===== config.mk =====
export PLATFORM = sky130hd
export DESIGN_NAME = duty_cycle_meter
export DESIGN_NICKNAME = d
export VERILOG_FILES = /design/src/rtl/duty_cycle_meter.sv
export SDC_FILE = /design/constraint.sdc
export NUM_CORES = 1
export LEC_CHECK = 0
export ABC_AREA = 1
export ABC_CLOCK_PERIOD_IN_PS = 3010
export CORE_ASPECT_RATIO = 0.9
export CORE_UTILIZATION = 35
export CTS_CLUSTER_DIAMETER = 150
export DETAILED_ROUTE_END_ITERATION = 7
export HOLD_SLACK_MARGIN = 0.08
export PLACE_DENSITY_LB_ADDON = 0.05
export SETUP_SLACK_MARGIN = 0.4
export SYNTH_ARGS = -nofsm -noshare
export SYNTH_HDL_FRONTEND = slang
export SYNTH_SLANG_ARGS = --single-unit

===== constraint.sdc =====
create_clock -name clockin -period 3.01 [get_ports clockin]
set_clock_uncertainty 0.2 [all_clocks]
set_input_delay 0.903 -clock clockin [delete_from_list [all_inputs] [get_ports clockin]]
set_output_delay 0.903 -clock clockin [all_outputs]
set_load 0.01 [all_outputs]

===== src/rtl/duty_cycle_meter.sv =====
// duty_cycle_meter
//   Measures period, high time and duty cycle of a slow single-bit signal in
//   clockin cycles. One measurement per start request; the result holds until
//   the next measurement completes.
//
// Ports
//   clockin    in   1      local clock, rising edge
//   reset      in   1      asynchronous active-low reset
//   sigin      in   1      signal under test, asynchronous to clockin
//   start      in   1      one-cycle measurement request (ignored unless idle)
//   busy       out  1      measurement in progress
//   valid      out  1      one-cycle pulse, result outputs updated this cycle
//   period     out  CNT_W  cycles between consecutive rising edges
//   high_time  out  CNT_W  cycles from rising edge to falling edge
//   duty_pct   out  7      floor(100*high_time/period)
//   overflow   out  1      last measurement aborted on counter saturation
//
// State  | meaning
// IDLE   | waiting for start
// ARM    | waiting for the opening rising edge
// HIGH   | signal high, waiting for the falling edge
// LOW    | signal low, waiting for the closing rising edge
// DIV    | restoring divide of 100*high_time by period, one bit per cycle
// DONE   | result valid for one cycle

module duty_cycle_meter #(
  parameter int CNT_W = 16
) (
  input  logic             clockin,
  input  logic             reset,
  input  logic             sigin,
  input  logic             start,
  output logic             busy,
  output logic             valid,
  output logic [CNT_W-1:0] period,
  output logic [CNT_W-1:0] high_time,
  output logic [6:0]       duty_pct,
  output logic             overflow
);

  localparam int             NUM_W   = CNT_W + 7;
  localparam int             DCNT_W  = $clog2(NUM_W);
  localparam logic [CNT_W-1:0] CNT_MAX = '1;

  typedef enum logic [2:0] {IDLE, ARM, HIGH, LOW, DIV, DONE} state_t;

  state_t state, state_nx;

  logic             sig_s1, sig_s2, sig_hist;
  logic             rise, fall, sat, div_last;
  logic [CNT_W-1:0] cnt;
  logic [CNT_W-1:0] high_reg, period_reg;
  logic [NUM_W-1:0] div_num;
  logic [CNT_W-1:0] div_rem;
  logic [DCNT_W-1:0] div_cnt;

  logic [CNT_W:0]   rem_sh;
  logic [CNT_W-1:0] rem_diff, rem_nx;
  logic             q_bit;
  logic [NUM_W-1:0] num_nx;

  // input synchronizer and edge history
  always_ff @(posedge clockin or negedge reset) begin
    if (!reset) begin
      sig_s1   <= 1'b0;
      sig_s2   <= 1'b0;
      sig_hist <= 1'b0;
    end else begin
      sig_s1   <= sigin;
      sig_s2   <= sig_s1;
      sig_hist <= sig_s2;
    end
  end

  assign rise     = sig_s2 & ~sig_hist;
  assign fall     = ~sig_s2 & sig_hist;
  assign sat      = (cnt == CNT_MAX);
  assign div_last = (div_cnt == DCNT_W'(NUM_W - 1));

  always_ff @(posedge clockin or negedge reset) begin
    if (!reset) state <= IDLE;
    else        state <= state_nx;
  end

  always_comb begin
    state_nx = state;
    busy     = 1'b0;
    valid    = 1'b0;
    case (state)
      IDLE: if (start) state_nx = ARM;
      ARM: begin
        busy = 1'b1;
        if (sat)       state_nx = DONE;
        else if (rise) state_nx = HIGH;
      end
      HIGH: begin
        busy = 1'b1;
        if (sat)       state_nx = DONE;
        else if (fall) state_nx = LOW;
      end
      LOW: begin
        busy = 1'b1;
        if (sat)       state_nx = DONE;
        else if (rise) state_nx = DIV;
      end
      DIV: begin
        busy = 1'b1;
        if (div_last) state_nx = DONE;
      end
      DONE: begin
        valid    = 1'b1;
        state_nx = IDLE;
      end
      default: state_nx = IDLE;
    endcase
  end

  // One restoring-division step: shift the next numerator bit into the
  // remainder, subtract the divisor when it fits. The quotient bits are
  // shifted into div_num behind the consumed numerator bits.
  always_comb begin
    rem_sh   = {div_rem, div_num[NUM_W-1]};
    rem_diff = rem_sh[CNT_W-1:0] - period_reg;
    q_bit    = (rem_sh >= {1'b0, period_reg});
    rem_nx   = q_bit ? rem_diff : rem_sh[CNT_W-1:0];
    num_nx   = {div_num[NUM_W-2:0], q_bit};
  end

  // cnt holds (cycles since the opening rise) - 1, so captures add one.
  // Result outputs are loaded on the edge that enters DONE, so they change
  // exactly at the start of the valid cycle.
  always_ff @(posedge clockin or negedge reset) begin
    if (!reset) begin
      cnt        <= '0;
      high_reg   <= '0;
      period_reg <= '0;
      div_num    <= '0;
      div_rem    <= '0;
      div_cnt    <= '0;
      period     <= '0;
      high_time  <= '0;
      duty_pct   <= '0;
      overflow   <= 1'b0;
    end else begin
      case (state)
        IDLE: begin
          if (start) begin
            cnt      <= '0;
            overflow <= 1'b0;
          end
        end
        ARM, HIGH, LOW: begin
          if (sat) begin
            period    <= CNT_MAX;
            high_time <= CNT_MAX;
            duty_pct  <= '0;
            overflow  <= 1'b1;
          end else if (state == ARM) begin
            if (rise) cnt <= '0;
            else      cnt <= cnt + CNT_W'(1);
          end else if (state == HIGH) begin
            cnt <= cnt + CNT_W'(1);
            if (fall) high_reg <= cnt + CNT_W'(1);
          end else begin
            cnt <= cnt + CNT_W'(1);
            if (rise) begin
              period_reg <= cnt + CNT_W'(1);
              div_num    <= NUM_W'(high_reg) * NUM_W'(7'd100);
              div_rem    <= '0;
              div_cnt    <= '0;
            end
          end
        end
        DIV: begin
          div_num <= num_nx;
          div_rem <= rem_nx;
          div_cnt <= div_cnt + DCNT_W'(1);
          if (div_last) begin
            period    <= period_reg;
            high_time <= high_reg;
            duty_pct  <= num_nx[6:0];
          end
        end
        default: ;
      endcase
    end
  end

endmodule

==> metrics.md <==
| Metric | Value |
|---|---|
| Outcome | complete, no violations |
| Max Slew Vio Count | 0 |
| Switch Pwr | 3650 uW |
| Worst setup EP type | flop |
| Hold slack | 0.150 ns |
| Fillers | 2,546 |
| CTS H-tree depth | 4 |
| Reg power frac | 30.2% |
| Largest delay share family, worst path | adder cells |
| Cell internal pwr | 5270 uW |
| Total power | 8920 uW |
| Sw Share | 40.9% |
| Buf/Inv on CP | 3 |
| Clock share of power | 22.7% |
| Starting DRT DRC Count | 474 |
| Synthesized area | 8930 sq um |
| Final core occ | 44.3% |
| Library cells used by synthesis | 44 |
| Tcrit/Tclk final | 97.8% |
| Die Area | 26,200 sq um |
| Finished Cell Area | 11,100 sq um |
| Initial antenna violation count | 0 |
| Rows | 55 |
| Dpl hpwl | 17,600 um |
| Avg Vias per Cell | 4.74 |
| Yosys reg bits | 138 |
| WL per Instance | 15.1 um |
| CTS tree | yes |
| Number of flops mapped to enable cells by yosys | 0 |
| Reg clk slew, reported paths | 0.06 ns |
| DRC | 0 |
| Clock buffer depth | 2 |
| Post-synthesis async set-or-reset flop share | 100% |
| Slowest cell on the critical path | fa_1 |
| R2r endpoint | div_num[18] |
| IO buf count | 45 |
| CTS Hold Buffers Added | 0 |
| Critical path peak fanout | 4 |
| Final Wtd Congestion | 0.840 |
| RSZ-0062 raised after global routing | yes |
| F_max | 340 MHz |
| Clock Sinks | 138 |
| Total grt overflow | 0 |
| Share of cells above drive strength 1 | 17.1% |
| Vias in the first global route | 7,232 |
| Cts bufs inserted | 17 |
| CP max stage delay | 0.49 ns |
| Worst R2R Path Depth | 15 |
| Final setup violation count | 0 |
| WS Path Type | flop to flop |
| Placed Area | 10,000 sq um |
| Syn Area/Cell | 7.71 sq um |
| Core area | 25,100 sq um |
| Ys Warns | 0 |
| Final #Nets | 1,335 |
| Synth area leaders | dfrtp_1 (39%), nand2_1 (15%), ha_1 (10%), inv_1 (6.3%), nand3_1 (4.0%) |
| Endpoint, Worst Hold | sig_s2 |
| Root Buffer Master | clkbuf_16 |
| Antenna cell count | 0 |
| VDD IR-drop max | 396 uV |
| Post-synth top flop | dfrtp_1 |
| First-pass GRT wire length | 40,000 um |
| Lkg Pwr | 0.00576 uW |
| Max FFs per register | 32 |
| Register area share after synthesis | 38.7% |
| Slew @ Worst Pin | 0.704 ns |
| Syn Inst Count | 1,158 |
| Die span in y | 154 um |
| Initial Utilization | 35.5% |
| Fin. Hold Viols | 0 |
| Startpoint Class | flop |
| CP Cell Sequence | ha_1 -> ha_1 -> inv_1 -> fa_1 -> inv_2 -> ha_4 -> nand2_2 -> inv_2 -> nand3_2 -> o21ai_4 -> nand2_2 -> nand2_1 -> nand2_1 -> nand3_1 -> nand3_1 |
| Min-Delay Path Class | flop to flop |
| Worst Path Arrival | 3.05 ns |
| Drt total wl | 24,200 um |
| Syn_nets | 1,246 |
| Largest net degree at the start of global routing | 49 |
| PD cells | 802 nW/um^2 |
| Detailed Routing Iterations Pass 1 | 5 |
| Antenna viol nets, final | 0 |
| Gr usage total | 19.7% |
| Slew headroom | 53.1% |
| Worst min-delay path startpoint | sig_s1 |
| Max-cap viol count | 0 |
| Logic pwr share | 47.1% |
| RR Startpoint | high_reg[6] |
| Top Ports | 46 |
| Largest area contributor in the netlist | dfrtp_1 |
| Die X | 170 um |
| Via count | 7,584 |
| Reg2reg setup slack | 0.07 ns |
| Tmin final | 2.94 ns |
| Layout area overhead | 24.5% |
| WP data required | 3.11 ns |
| Hold path cells | 0 |
| Clk Latency, worst-skew pair | 0.42 ns |
| Post-synth top area share | 38.7% |
==> metrics by stage <==
| step | worst slack [ns] | TNS, ns | instances |
|---|---|---|---|
| after floorplan | 0.232 | 0 | 1158 |
| after global placement | -0.00838 | -0.00838 | 1539 |
| after detailed placement | -0.0261 | -0.0471 | 1539 |
| after CTS | 0.112 | 0 | 1590 |
| after global routing | -0.0648 | -0.220 | 1601 |
| final | 0.0661 | 0 | 1601 |
==> power groups by stage <==
stage | sequential (uW) | clock [uW] | combinational, uW
2_1_floorplan | 2760 | 0 | 2630
3_3_place_gp | 2740 | 0 | 4020
3_5_place_dp | 2730 | 0 | 4030
4_1_cts | 2700 | 2080 | 4090
5_1_grt | 2770 | 2160 | 4800
6_report | 2690 | 2020 | 4200
==> what timing repair did <==
item | CTS | global route
buffers inserted | 20 | 11
setup endpoints to repair | 21 | 24
pin swaps | 34 | 22
gates cloned | 0 | 0
resized for setup | 42 | 34
hold endpoints to repair | 0 | 0
==> worst max-delay path by stage <==
stage	slack (ns)	to	start	depth (start not counted)
6_report	0.07	div_num[18]	high_reg[6]	15
5_1_grt	-0.06	div_num[20]	high_reg[8]	13
4_1_cts	0.11	div_num[18]	high_reg[10]	15
3_5_place_dp	-0.03	div_num[22]	high_reg[10]	15
3_3_place_gp	-0.008	div_num[18]	high_reg[10]	15
2_1_floorplan	0.23	div_num[19]	high_reg[6]	14
==> layout by cell type (no fill, tap or decap), types with 31 or more instances in the layout <==
cell type | synthesis | routed
inv_1 | 149 | 128
dfrtp_1 | 138 | 136
nand2_2 | 15 | 31
nor2_1 | 73 | 69
nand2_1 | 355 | 332
nand3_1 | 72 | 65
clkdlybuf4s50_1 | 0 | 42
o21ai_0 | 54 | 50
o21ai_1 | 54 | 56
ha_1 | 72 | 59
buf_4 | 8 | 52
==> worst reg2reg max path: stages, from the launching register on <==
cell and delay (ns):
dfrtp_1 0.41, ha_1 0.31, ha_1 0.28, inv_1 0.04
fa_1 0.49, inv_2 0.04, ha_4 0.29, nand2_2 0.07
inv_2 0.06, nand3_2 0.09, o21ai_4 0.24, nand2_2 0.08
nand2_1 0.06, nand2_1 0.04, nand3_1 0.06, nand3_1 0.07
==> layout make-up <==
cell class,instances,area [sq um],share of cell area (%)
multi-input cells,831,5130,46.2
flip-flops and latches,138,3460,31.1
repair buffers,104,950,8.54
inverters,155,592,5.32
clock buffers,20,457,4.11
well taps,342,428,3.85
clock inverters,11,98.8,0.889
==> synth_stat cells, types with 12 or more instances <==
| master | n |
|---|---|
| nand2_2 | 15 |
| dfrtp_1 | 138 |
| a21oi_1 | 24 |
| fa_1 | 12 |
| nand2_1 | 355 |
| xor2_1 | 15 |
| ha_1 | 72 |
| nand3b_1 | 19 |
| o21ai_1 | 54 |
| inv_1 | 149 |
| nor2_1 | 73 |
| o21ai_0 | 54 |
| nand3_1 | 72 |
==> layer usage <==
| layer | up-vias | GRT usage, % | share of wire, % |
|---|---|---|---|
| li1 | 3878 | - | - |
| met1 | 3586 | 30.3 | 53 |
| met2 | 114 | 29.0 | 44 |
| met3 | 6 | 2.68 | 2.9 |
| met4 | 0 | 3.99 | 0.51 |
| met5 | - | 0 | 0 |
==> logic make-up after synthesis <==
| kind of cell | after synthesis | share of synthesized area, % |
|---|---|---|
| AND/OR/NAND/NOR | 568 | 27.7 |
| buffers and inverters | 189 | 8.94 |
| AO/OA/AOI/OAI | 153 | 9.39 |
| flip-flops | 138 | 38.7 |
| adder cells (fa/ha/maj) | 84 | 12.8 |
| XOR/XNOR | 26 | 2.55 |
No activity file was read; power rests on OpenSTA's default activity.
